--- src/rtl/scan_sel_seq_pkg.sv ---
// Purpose : shared state encoding and default widths for the scan select sequencer.
// Latency : n/a (declarations only).
// Backpressure: n/a (declarations only).
// Contents: IN_DEF (index width), DWELL_W_DEF (dwell count width), state_t (IDLE/SCAN/STOPPING).
package scan_sel_seq_pkg;

   localparam int IN_DEF      = 3;
   localparam int DWELL_W_DEF = 8;

   typedef enum logic [1:0] {
      IDLE     = 2'd0,
      SCAN     = 2'd1,
      STOPPING = 2'd2
   } state_t;

endpackage

--- src/rtl/scan_next_idx.sv ---
// Purpose : circular priority search for the next active position strictly after cur.
// Latency : purely combinational, zero cycles.
// Backpressure: none; no handshake.
// Ports: cur   - current index
//        mask  - active-position bits (bit i = position i)
//        nxt   - next active index after cur, circular; equals cur when only cur is active
//        wrap  - search went around (nxt <= cur)
//        any   - at least one position is active
module scan_next_idx
   import scan_sel_seq_pkg::*;
#(
   parameter int IN = IN_DEF
) (
   input  logic [IN-1:0]      cur,
   input  logic [(1<<IN)-1:0] mask,
   output logic [IN-1:0]      nxt,
   output logic               wrap,
   output logic               any
);

   localparam int N = 1 << IN;

   logic [IN-1:0] cand;

   // Walk offsets from the farthest (N, i.e. cur itself) down to the nearest (1);
   // the last hit wins, so the closest active position after cur is kept.
   always_comb begin
      nxt  = cur;
      cand = cur;
      for (int k = N; k >= 1; k--) begin
         cand = cur + IN'(k);
         if (mask[cand]) begin
            nxt = cand;
         end
      end
      wrap = (nxt <= cur);
      any  = |mask;
   end

endmodule

--- src/rtl/scan_sel_seq.sv ---
// Purpose : steps a decoder select index through active positions, holding each dwell+1 cycles.
// Latency : start sampled at edge N gives sel/enable/busy in cycle N+1; all outputs registered.
// Backpressure: none; free-running once started, stop drains the current dwell before going idle.
// Ports: clk, rst_n (async active-low); start, stop, dwell, mask inputs;
//        sel/enable drive decoder in/enable, busy = not idle, wrap = one-cycle wrap-around pulse.
// Build option: SCAN_SEL_SEQ_MASK_EN honours mask; otherwise every position is active.
module scan_sel_seq
   import scan_sel_seq_pkg::*;
#(
   parameter int IN      = IN_DEF,
   parameter int DWELL_W = DWELL_W_DEF
) (
   input  logic                clk,
   input  logic                rst_n,
   input  logic                start,
   input  logic                stop,
   input  logic [DWELL_W-1:0]  dwell,
   input  logic [(1<<IN)-1:0]  mask,
   output logic [IN-1:0]       sel,
   output logic                enable,
   output logic                busy,
   output logic                wrap
);

   state_t               state;
   logic [DWELL_W-1:0]   cnt;

   logic [(1<<IN)-1:0]   eff_mask;
   logic [IN-1:0]        search_cur;
   logic [IN-1:0]        nxt_idx;
   logic                 nxt_wrap;
   logic                 any_active;

`ifdef SCAN_SEL_SEQ_MASK_EN
   assign eff_mask = mask;
`else
   // mask port kept for pin compatibility; its value is deliberately ignored here
   logic mask_unused;
   assign mask_unused = ^mask;
   assign eff_mask    = '1;
`endif

   // From IDLE, searching after the top index lands on the lowest active one,
   // so a single search block serves both the initial load and the advance.
   assign search_cur = (state == IDLE) ? '1 : sel;

   scan_next_idx #(.IN(IN)) u_next (
      .cur  (search_cur),
      .mask (eff_mask),
      .nxt  (nxt_idx),
      .wrap (nxt_wrap),
      .any  (any_active)
   );

   always_ff @(posedge clk or negedge rst_n) begin
      if (!rst_n) begin
         state  <= IDLE;
         cnt    <= '0;
         sel    <= '0;
         enable <= 1'b0;
         busy   <= 1'b0;
         wrap   <= 1'b0;
      end else begin
         case (state)
            IDLE: begin
               wrap <= 1'b0;
               if (start && any_active) begin
                  state  <= SCAN;
                  sel    <= nxt_idx;
                  cnt    <= dwell;
                  enable <= 1'b1;
                  busy   <= 1'b1;
               end
            end
            SCAN: begin
               if (cnt == '0) begin
                  // Dwell just expired: a stop or an empty mask ends here
                  // instead of advancing.
                  if (stop || !any_active) begin
                     state  <= IDLE;
                     sel    <= '0;
                     cnt    <= '0;
                     enable <= 1'b0;
                     busy   <= 1'b0;
                     wrap   <= 1'b0;
                  end else begin
                     sel  <= nxt_idx;
                     cnt  <= dwell;
                     wrap <= nxt_wrap;
                  end
               end else begin
                  cnt  <= cnt - DWELL_W'(1);
                  wrap <= 1'b0;
                  if (stop) begin
                     state <= STOPPING;
                  end
               end
            end
            STOPPING: begin
               wrap <= 1'b0;
               if (cnt == '0) begin
                  state  <= IDLE;
                  sel    <= '0;
                  enable <= 1'b0;
                  busy   <= 1'b0;
               end else begin
                  cnt <= cnt - DWELL_W'(1);
               end
            end
            default: begin
               state  <= IDLE;
               sel    <= '0;
               cnt    <= '0;
               enable <= 1'b0;
               busy   <= 1'b0;
               wrap   <= 1'b0;
            end
         endcase
      end
   end

endmodule

--- config.mk ---
export PLATFORM = sky130hd
export DESIGN_NAME = scan_sel_seq
export DESIGN_NICKNAME = d
export VERILOG_FILES = /design/src/rtl/scan_sel_seq_pkg.sv /design/src/rtl/scan_next_idx.sv /design/src/rtl/scan_sel_seq.sv
export SDC_FILE = /design/constraint.sdc
export NUM_CORES = 1
export LEC_CHECK = 0
export CORE_MARGIN = 4
export CORE_UTILIZATION = 37
export DETAILED_ROUTE_END_ITERATION = 16
export SLEW_MARGIN = 0
export SYNTH_ARGS = -nofsm -noshare
export SYNTH_HDL_FRONTEND = slang
export SYNTH_SLANG_ARGS = --single-unit
--- constraint.sdc ---
create_clock -name clk -period 2.83 [get_ports clk]
set_clock_uncertainty 0.2 [all_clocks]
set_input_delay 0.566 -clock clk [delete_from_list [all_inputs] [get_ports clk]]
set_output_delay 0.566 -clock clk [all_outputs]
set_load 0.1 [all_outputs]
==> results of run 1 <==
flip-flops by register name (all words and copies together), names as in the netlist:
signal	count
busy	1
state	2
wrap	1
sel	3
cnt	8
final cells by class:
type	count	area share, %
clock buffer	3	1.70
inverter	10	2.83
multi-input combinational	103	50.5
sequential	15	28.3
tap	31	2.92
clock inverter	1	0.377
timing repair buffer	20	13.4
stage by stage:
stage | instances | util (%)
after detailed placement | 179 | 46.3
final | 183 | 47.3
after CTS | 183 | 47.3
after global placement | 179 | 46.3
after global routing | 183 | 47.3
after floorplan | 134 | -
worst max-delay path: stages, from the launching register on:
cell,delay (ps)
dfrtp_1,440
inv_1,80
ha_1,250
nor3b_2,440
nand2_1,250
a2bb2oi_1,530
o21ai_0,180
power by group through the flow:
stage	clock, uW	sequential (uW)	combinational (uW)
floorplan	0	551	727
finish	135	426	1100
global placement	0	422	1080
detailed placement	0	428	1100
global route	153	445	1210
CTS	139	424	1100
Yosys cell counts, types with 2 or more instances:
| master | number | area share, % |
|---|---|---|
| a211oi_1 | 3 | 2.0 |
| a21oi_1 | 11 | 4.9 |
| a221o_1 | 2 | 1.8 |
| a31oi_1 | 4 | 2.2 |
| buf_1 | 2 | 0.67 |
| buf_2 | 3 | 1.3 |
| dfrtp_1 | 15 | 34 |
| ha_1 | 3 | 3.4 |
| inv_1 | 10 | 3.4 |
| mux2i_1 | 3 | 2.7 |
| nand2_1 | 10 | 3.4 |
| nand2b_1 | 3 | 1.7 |
| nand3_1 | 4 | 1.8 |
| nor2_1 | 12 | 4.0 |
| nor2b_1 | 2 | 1.1 |
| nor3_1 | 2 | 0.90 |
| nor3b_1 | 2 | 1.3 |
| nor4_1 | 4 | 2.2 |
| o21ai_0 | 3 | 1.3 |
| o21ai_1 | 6 | 2.7 |
| o21ai_2 | 2 | 1.6 |
| o22ai_1 | 3 | 1.7 |
| or2_2 | 2 | 1.1 |
routing by layer:
layer | routed length, um | vias up | track usage (%)
li1 | - | 535 | -
met1 | 1380 | 516 | 20.9
met2 | 1330 | 26 | 24.1
met3 | 186 | 4 | 4.68
met4 | 40 | 0 | 4.68
met5 | 0 | - | 0
path summary, 6_finish.rpt:
path	from	endpoint	slack (ps)	cells after the start
setup / recovery	cnt[0]	cnt[0]	330	6
hold / removal	sel[1]	sel[1]	320	1
setup reg to reg	cnt[0]	cnt[0]	330	6
hold reg to reg	sel[1]	sel[1]	320	1
max in group asynchronous	rst_n	cnt[0]	1460	1
min in group asynchronous	rst_n	state[0]	490	1
logic make-up (layout without fill, tap and decap cells):
kind of cell / Yosys count / after routing / share of synthesized area [%]
buf+inv: 16 / 34 / 6.07
mux: 4 / 4 / 3.71
fa+ha+maj: 3 / 3 / 3.37
compound gates: 46 / 46 / 27.9
xor+xnor: 2 / 2 / 1.57
simple gates: 48 / 48 / 23.7
flops: 15 / 15 / 33.7
==> reports/qor.csv, run 1 <==
stage,metric,value,unit
routing,Avg WL per Cell,16.1,um
critical_path,Worst setup EP type,register,
yosys,Main synth FF type,dfrtp_1,
critical_path,crit path kind,register to register,
sta,Final Hold Vio Count,0,
clock_network,PostCTS Resize Cnt,0,
layout,nets,176,
yosys,post-synthesis cell area,1110,sq um
sta,Slew @ Worst Pin,749,ps
placement,Setup WS pre-CTS,382,ps
placement,Placer Congestion,0.791,
power,switching part of the total power,54.3,%
power,sequential power share,25.6,%
layout,Multi-input gate area,671,sq um
clock_network,H-tree depth,1,
global_route,first-pass GRT wire length,5.04,mm
sta,Slew Limit Headroom,49.9,%
routing,Vias,1081,
yosys,post-synth cell types,46,
power,total power,1660,uW
critical_path,CP startpoint kind,register,
routing,final wirelength,2.94,mm
sta,max-slew violation count,0,
clock_network,CTS Root Cell,clkbuf_4,
yosys,Yosys reg bits,15,
floorplan,die width,62.9,um
floorplan,die area,3950,sq um
clock_network,worst skew pair latency,300,ps
placement,PortBufs,17,
clock_network,Num CTS Buffers,3,
routing,DRT iter0 DRCs,40,
yosys,post-synthesis instance total,134,
power,Gate power share,66.3,%
critical_path,peak fanout along the critical path,6,
global_route,pin count of the biggest net entering global routing,19,
routing,DRC,0,
global_route,gr usage total,15.6,%
layout,ant diodes,0,
yosys,Post-synth EDFFs,0,
status,outcome,finished clean,
floorplan,Core ar.,2810,sq um
clock_network,hold buffer count at CTS,0,
layout,Register Area,375,sq um
yosys,syn_area_per_cell,8.31,sq um
global_route,number of global-route vias before repair,1056,
sta,Final setup violation count,0,
clock_network,clock-pin transition on the worst setup and hold timing paths,90,ps
power,Internal Pwr Total,761,uW
power,NetSw,904,uW
clock_network,CTS tree,done,
global_route,initial antenna violation count,0,
routing,Routed Antenna Nets,0,
critical_path,worst path required time,2790,ps
sta,hold_ws,318,ps
layout,"most common cell after layout, fill and taps aside",dfrtp_1,
floorplan,Initial Util,39.7,%
sta,Final WS setup,328,ps
layout,Layout area overhead,19.2,%
job,max_cap viols,0,
clock_network,CTS max path bufs,2,
power,VDD IR max,465,uV
critical_path,crit path DAT,2460,ps
floorplan,row count,19,
clock_network,post-CTS setup buffer count,0,
global_route,grt total ovfl,0,
floorplan,die height,62.9,um
placement,placed inst area,1300,sq um
placement,post-DP HPWL,2.15,mm
min_path,Hold WC Path Type,register to register,
routing,Initial DRT Pass Iterations,4,
layout,layout cells sized above 1,15.1,%
yosys,Syn Nets,157,
sta,total negative setup slack,0,ps
sta,fmax,400,MHz
layout,design area,1330,sq um
layout,"commonest cells after routing, fill and taps aside","15 x dfrtp_1, 12 x nor2_1, 11 x a21oi_1, 11 x clkdlybuf4s50_1",
floorplan,I/O pin cnt,26,
routing,routed vias/inst,5.91,
power,leak pwr,0.000553,uW
clock_network,Sink Count,15,
power,Power Density,1250,nW/um^2
power,clock share of power,8.1,%
yosys,"Seq/Total Area, Yosys",33.7,%
yosys,Synth warnings,0,
sta,RSZ-0062 raised after global routing,false,
sta,Final Cycle Share,88.4,%
sta,Period minus WS final,2500,ps
layout,fillers,302,
yosys,async set-or-reset flop fraction in the synthesized netlist,100,%
Note: power is estimated with default switching activity, not from simulation.
==> run 2, diff against run 1 <==
- clock period: 2.83 -> 3.04 ns (I/O delays scaled with it)
==> run 2 against run 1 <==
  * Wire length decreased by 4.9%
  * Sequential cell count did not move
  * Worst setup slack improved by 300 ps
  * Register-to-register slack improved by 300 ps
  * Combinational power fell by 9.6%
  * Die area did not move
  * Cell area is 0.66% lower
  * First-iteration DRC count down 7.5%
  * Critical path type unchanged
  * Critical endpoint is now sel[1]
  * Largest power group unchanged
==> reports/qor.csv, run 2 (same netlist as run 1, synthesis figures left out) <==
stage,metric,value,unit,change
sta,Period minus WS final,2410,ps,-87.2 ps
placement,Setup WS pre-CTS,651,ps,+269 ps
min_path,Hold WC Path Type,register to register,,
routing,Avg WL per Cell,15.4,um,-4.4%
layout,fillers,284,,-6.0%
layout,Layout area overhead,18.4,%,
clock_network,Num CTS Buffers,3,,unchanged
sta,fmax,414,MHz,+3.6%
power,VDD IR max,444,uV,-4.6%
clock_network,CTS Root Cell,clkbuf_4,,
min_path,min-delay src,sel[1],,
routing,DRT iter0 DRCs,37,,-7.5%
floorplan,row count,19,,unchanged
layout,layout cells sized above 1,13.9,%,-1.2 points
critical_path,R2R depth,7,,+1
layout,Register Area,375,sq um,unchanged
power,sequential power share,26.5,%,+0.9 points
global_route,initial antenna violation count,0,,unchanged
power,leak pwr,0.000546,uW,-1.4%
clock_network,post-CTS setup buffer count,0,,unchanged
layout,"most common cell after layout, fill and taps aside",dfrtp_1,,
clock_network,PostCTS Resize Cnt,0,,unchanged
power,total power,1520,uW,-8.6%
sta,Final WS setup,625,ps,+297 ps
routing,routed vias/inst,5.91,,about the same
critical_path,slowest CP cell,dfrtp_1,,
sta,hold_ws,316,ps,-1.53 ps
critical_path,number of buffers and inverters on the critical path,1,,unchanged
layout,max reg flops,8,,unchanged
routing,final wirelength,2.80,mm,-4.9%
critical_path,worst path required time,3020,ps,+230 ps
sta,Slew Limit Headroom,49.5,%,-0.40 points
clock_network,clock-pin transition on the worst setup and hold timing paths,100,ps,about the same
layout,nets,175,,-0.57%
min_path,Min-Delay Path Depth,1,,unchanged
routing,Vias,1076,,-0.46%
global_route,number of global-route vias before repair,995,,-5.8%
placement,PortBufs,17,,unchanged
floorplan,Initial Util,39.7,%,unchanged
critical_path,Critical Path Max Stage Delay,440,ps,-90 ps
critical_path,family with the most delay on the worst path,simple AND/OR/NAND/NOR gates,,
power,switching part of the total power,54.0,%,-0.27 points
sta,max-slew violation count,0,,unchanged
sta,Final Cycle Share,79.4,%,-9.0 points
critical_path,CP Cell Sequence,"inv_1, ha_1, nor3b_2, nand2_1, a21oi_1, o21a_1, mux2_1",,
floorplan,die height,62.9,um,unchanged
placement,post-DP HPWL,2.06,mm,-4.2%
critical_path,R2R Path Start,cnt[0],,
power,NetSw,822,uW,-9.1%
layout,"commonest cells after routing, fill and taps aside","15 x dfrtp_1, 12 x nor2_1, 11 x a21oi_1, 11 x clkdlybuf4s50_1",,
floorplan,die area,3950,sq um,unchanged
routing,metal2 WL,1.31,mm,-2.0%
placement,Placer Congestion,0.778,,-1.6%
global_route,pin count of the biggest net entering global routing,23,,+4
min_path,end of the worst hold path,sel[1],,
power,Gate power share,65.4,%,-0.9 points
critical_path,peak fanout along the critical path,6,,unchanged
clock_network,CTS max path bufs,2,,unchanged
job,max_cap viols,0,,unchanged
power,clock share of power,8.1,%,about the same
clock_network,H-tree depth,1,,unchanged
clock_network,CTS tree,done,,
sta,Final setup violation count,0,,unchanged
critical_path,CP startpoint kind,register,,
status,outcome,finished clean,,
routing,Metal-1 WL,1.34,mm,-3.5%
routing,met3 WL post-DR,138,um,-26%
floorplan,I/O pin cnt,26,,unchanged
clock_network,worst skew pair latency,290,ps,about the same
floorplan,Core ar.,2810,sq um,unchanged
layout,Multi-input gate area,671,sq um,unchanged
power,Internal Pwr Total,699,uW,-8.1%
layout,Top reg by flops,cnt,,
sta,total negative setup slack,0,ps,unchanged
floorplan,die width,62.9,um,unchanged
layout,biggest regs,"cnt x8, sel x3, state x2",,
global_route,gr usage total,15.0,%,-0.63 points
layout,ant diodes,0,,unchanged
power,Power Density,1150,nW/um^2,-8.0%
routing,Highest Signal Layer,met4,,
clock_network,hold buffer count at CTS,0,,unchanged
routing,DRC,0,,unchanged
global_route,first-pass GRT wire length,4.80,mm,-4.8%
sta,Slew @ Worst Pin,755,ps,+5.95 ps
routing,Initial DRT Pass Iterations,4,,unchanged
critical_path,crit path kind,register to register,,
clock_network,Sink Count,15,,unchanged
sta,RSZ-0062 raised after global routing,false,,
critical_path,reg-to-reg endpoint,sel[1],,
sta,Final Hold Vio Count,0,,unchanged
critical_path,reg2reg setup slack,630,ps,+300 ps
global_route,grt total ovfl,0,,unchanged
critical_path,crit path DAT,2400,ps,-60 ps
critical_path,Worst setup EP type,register,,
routing,Routed Antenna Nets,0,,unchanged
[run 2: worst max-delay path by stage]
stage,start,to,depth (start not counted)
floorplan,sel[0],sel[2],4
global placement,start,cnt[0],4
detailed placement,start,cnt[0],4
CTS,cnt[0],cnt[0],6
global route,cnt[0],sel[1],7
finish,cnt[0],sel[1],7
[run 2: per-layer routing]
| layer | track usage [%] | vias up |
|---|---|---|
| met1 | 19.9 | 514 |
| li1 | - | 536 |
| met3 | 4.50 | 4 |
| met4 | 2.48 | 0 |
| met5 | 0 | - |
| met2 | 24.2 | 22 |
[run 2: layout make-up]
| cell class | count | share of cell area, % |
|---|---|---|
| well taps | 31 | 2.94 |
| flip-flops and latches | 15 | 28.5 |
| repair buffers | 19 | 12.9 |
| clock buffers | 4 | 1.99 |
| inverters | 10 | 2.85 |
| multi-input cells | 103 | 50.9 |
[run 2: per-stage QoR]
stage	utilization (%)	area [sq um]	std cells
after CTS	47.0	1320	182
final	47.0	1320	182
after floorplan	-	1110	134
after global placement	46.1	1290	178
after detailed placement	46.1	1290	178
after global routing	47.0	1320	182
[run 2: worst reg2reg max path: stages (launching register included)]
cell,delay [ps]
dfrtp_1,440
inv_1,70
ha_1,240
nor3b_2,430
nand2_1,250
a21oi_1,230
o21a_1,140
mux2_1,310
[run 2: power groups by stage]
| stage | Combinational, uW | Sequential, uW | Clock, uW |
|---|---|---|---|
| 2_1_floorplan | 677 | 513 | 0 |
| 3_3_place_gp | 986 | 400 | 0 |
| 3_5_place_dp | 996 | 405 | 0 |
| 4_1_cts | 999 | 401 | 126 |
| 5_1_grt | 1090 | 423 | 134 |
| 6_report | 994 | 404 | 123 |
==> run 3, diff against run 2 <==
- clock period: 3.04 -> 2.1 ns (I/O delays scaled with it)
==> run 3 against run 2 <==
  * Worst hold slack worse by 110 ps
  * Via count up 7.9%
  * Cell count up 9.3%
  * Clock power up 45%
  * Utilization up 7.9 points
==> reports/qor.csv, run 3 (same netlist as run 1, synthesis figures left out) <==
stage,metric,value,unit,change
routing,DRC,0,,unchanged
clock_network,Num CTS Buffers,3,,unchanged
sta,hold_ws,207,ps,-109 ps
sta,Slew Limit Headroom,70.6,%,+21 points
routing,routed vias/inst,5.83,,-1.3%
power,Internal Pwr Total,1280,uW,+84%
floorplan,die width,62.9,um,unchanged
layout,ant diodes,0,,unchanged
routing,Vias,1161,,+7.9%
routing,Avg WL per Cell,15.2,um,-0.89%
power,switching part of the total power,49.9,%,-4.2 points
power,Gate power share,69.9,%,+4.5 points
critical_path,Worst setup EP type,register,,
layout,max reg flops,8,,unchanged
layout,nets,192,,+9.7%
clock_network,Sink Count,15,,unchanged
global_route,initial antenna violation count,0,,unchanged
clock_network,clock-pin transition on the worst setup and hold timing paths,100,ps,about the same
critical_path,crit path DAT,2100,ps,-300 ps
clock_network,CTS Root Cell,clkbuf_4,,
floorplan,Core ar.,2810,sq um,unchanged
critical_path,R2R depth,6,,-1
clock_network,CTS tree,done,,
global_route,first-pass GRT wire length,5.07,mm,+5.8%
layout,"most common cell after layout, fill and taps aside",buf_4,,
clock_network,hold buffer count at CTS,0,,unchanged
critical_path,worst path required time,2130,ps,-890 ps
placement,post-DP HPWL,2.33,mm,+13%
floorplan,die height,62.9,um,unchanged
floorplan,I/O pin cnt,26,,unchanged
layout,layout cells sized above 1,26.8,%,+13 points
critical_path,reg-to-reg endpoint,cnt[6],,
placement,Placer Congestion,0.890,,+14%
critical_path,reg2reg setup slack,30,ps,-600 ps
power,sequential power share,23.2,%,-3.3 points
critical_path,CP startpoint kind,register,,
power,Power Density,1660,nW/um^2,+44%
clock_network,H-tree depth,1,,unchanged
layout,"commonest cells after routing, fill and taps aside","19 x buf_4, 12 x dfrtp_1, 11 x nor2_1, 11 x a21oi_1, 11 x clkdlybuf4s50_1",,
sta,Final Cycle Share,98.7,%,+19 points
critical_path,peak fanout along the critical path,6,,unchanged
global_route,grt total ovfl,0,,unchanged
sta,Final setup violation count,0,,unchanged
power,NetSw,1280,uW,+55%
clock_network,CTS max path bufs,2,,unchanged
global_route,number of global-route vias before repair,1116,,+12%
floorplan,die area,3950,sq um,unchanged
sta,RSZ-0062 raised after global routing,true,,
sta,Slew @ Worst Pin,441,ps,-314 ps
floorplan,Initial Util,39.7,%,unchanged
clock_network,worst skew pair latency,300,ps,about the same
placement,PortBufs,17,,unchanged
routing,Initial DRT Pass Iterations,4,,unchanged
status,outcome,finished clean,,
sta,total negative setup slack,0,ps,unchanged
sta,fmax,483,MHz,+17%
power,clock share of power,6.9,%,-1.2 points
sta,max-slew violation count,0,,unchanged
sta,Final Hold Vio Count,0,,unchanged
min_path,Hold WC Path Type,input pin to asynchronous set/reset pin,,
sta,Period minus WS final,2070,ps,-343 ps
routing,DRT iter0 DRCs,35,,-5.4%
layout,biggest regs,"cnt x8, sel x3, state x2",,
layout,Layout area overhead,38.3,%,
global_route,pin count of the biggest net entering global routing,18,,-22%
critical_path,R2R Path Start,cnt[1],,
critical_path,crit path kind,register to register,,
floorplan,row count,19,,unchanged
layout,Top reg by flops,cnt,,
power,leak pwr,0.000650,uW,+19%
routing,Routed Antenna Nets,0,,unchanged
job,max_cap viols,0,,unchanged
power,VDD IR max,623,uV,+40%
routing,final wirelength,3.03,mm,+8.4%
global_route,gr usage total,16.1,%,+1.1 points
==> run 3: cell types whose count changed in the layout (fill, tap and decap cells not counted), moves of 3 or more <==
cell / change
dfrtp_2: +3
dfrtp_1: -3
buf_12: +6
buf_4: +11
==> run 3: worst max-delay path by stage <==
stage               slack [ps]   start  depth (start not counted)     end
global placement            70  cnt[0]                          6  cnt[6]
floorplan                   30  cnt[0]                          6  cnt[6]
global route               -50  cnt[0]                          6  cnt[6]
finish                      30  cnt[1]                          6  cnt[6]
detailed placement          50  cnt[0]                          6  cnt[6]
CTS                         20  cnt[0]                          6  cnt[6]
==> run 3: what timing repair did <==
action,CTS,global route
endpoints found under the hold margin,0,0
setup endpoints to repair,0,9
setup buffers,0,1
resized for setup,0,5
==> run 3: per-stage QoR <==
stage	std cells	utilization, %	instance area [sq um]	setup slack, ps	power (uW)
CTS	198	54.1	1520	21.0	2530
floorplan	134	-	1120	26.0	1720
finish	199	54.9	1540	28.1	2560
global placement	194	53.1	1490	66.6	2300
detailed placement	194	53.1	1490	48.0	2340
global route	199	54.9	1540	-47.2	2750
==> run 3: final cells by class <==
cell class / instances / area [sq um]
flip-flops and latches: 15 / 379
well taps: 31 / 38.8
clock buffers: 4 / 26.3
repair buffers: 36 / 373
fillers: 275 / 1260
inverters: 10 / 37.5
multi-input cells: 103 / 686
==> run 3: critical path, cell delays in order (launching register included) <==
cell	delay, ps
dfrtp_1	390
inv_1	60
ha_2	180
or3b_4	430
or3_4	340
o311a_1	300
o21ai_2	100
==> run 3: power groups by stage <==
stage,clock (uW),combinational (uW),sequential [uW]
floorplan,0,979,745
global placement,0,1710,590
detailed placement,0,1740,595
CTS,186,1750,590
global route,194,1940,617
finish,178,1790,594
==> run 3: metal layers <==
layer  global-route usage, %  routed length [um]  part of all wire (%)  vias up
li1                        -                   -                     -      572
met1                    20.4                1400                    46      558
met2                    25.6                1450                    48       27
met4                    7.44                  31                   1.0        0
met3                    3.96                 146                   4.8        4
met5                       0                   0                     0        -
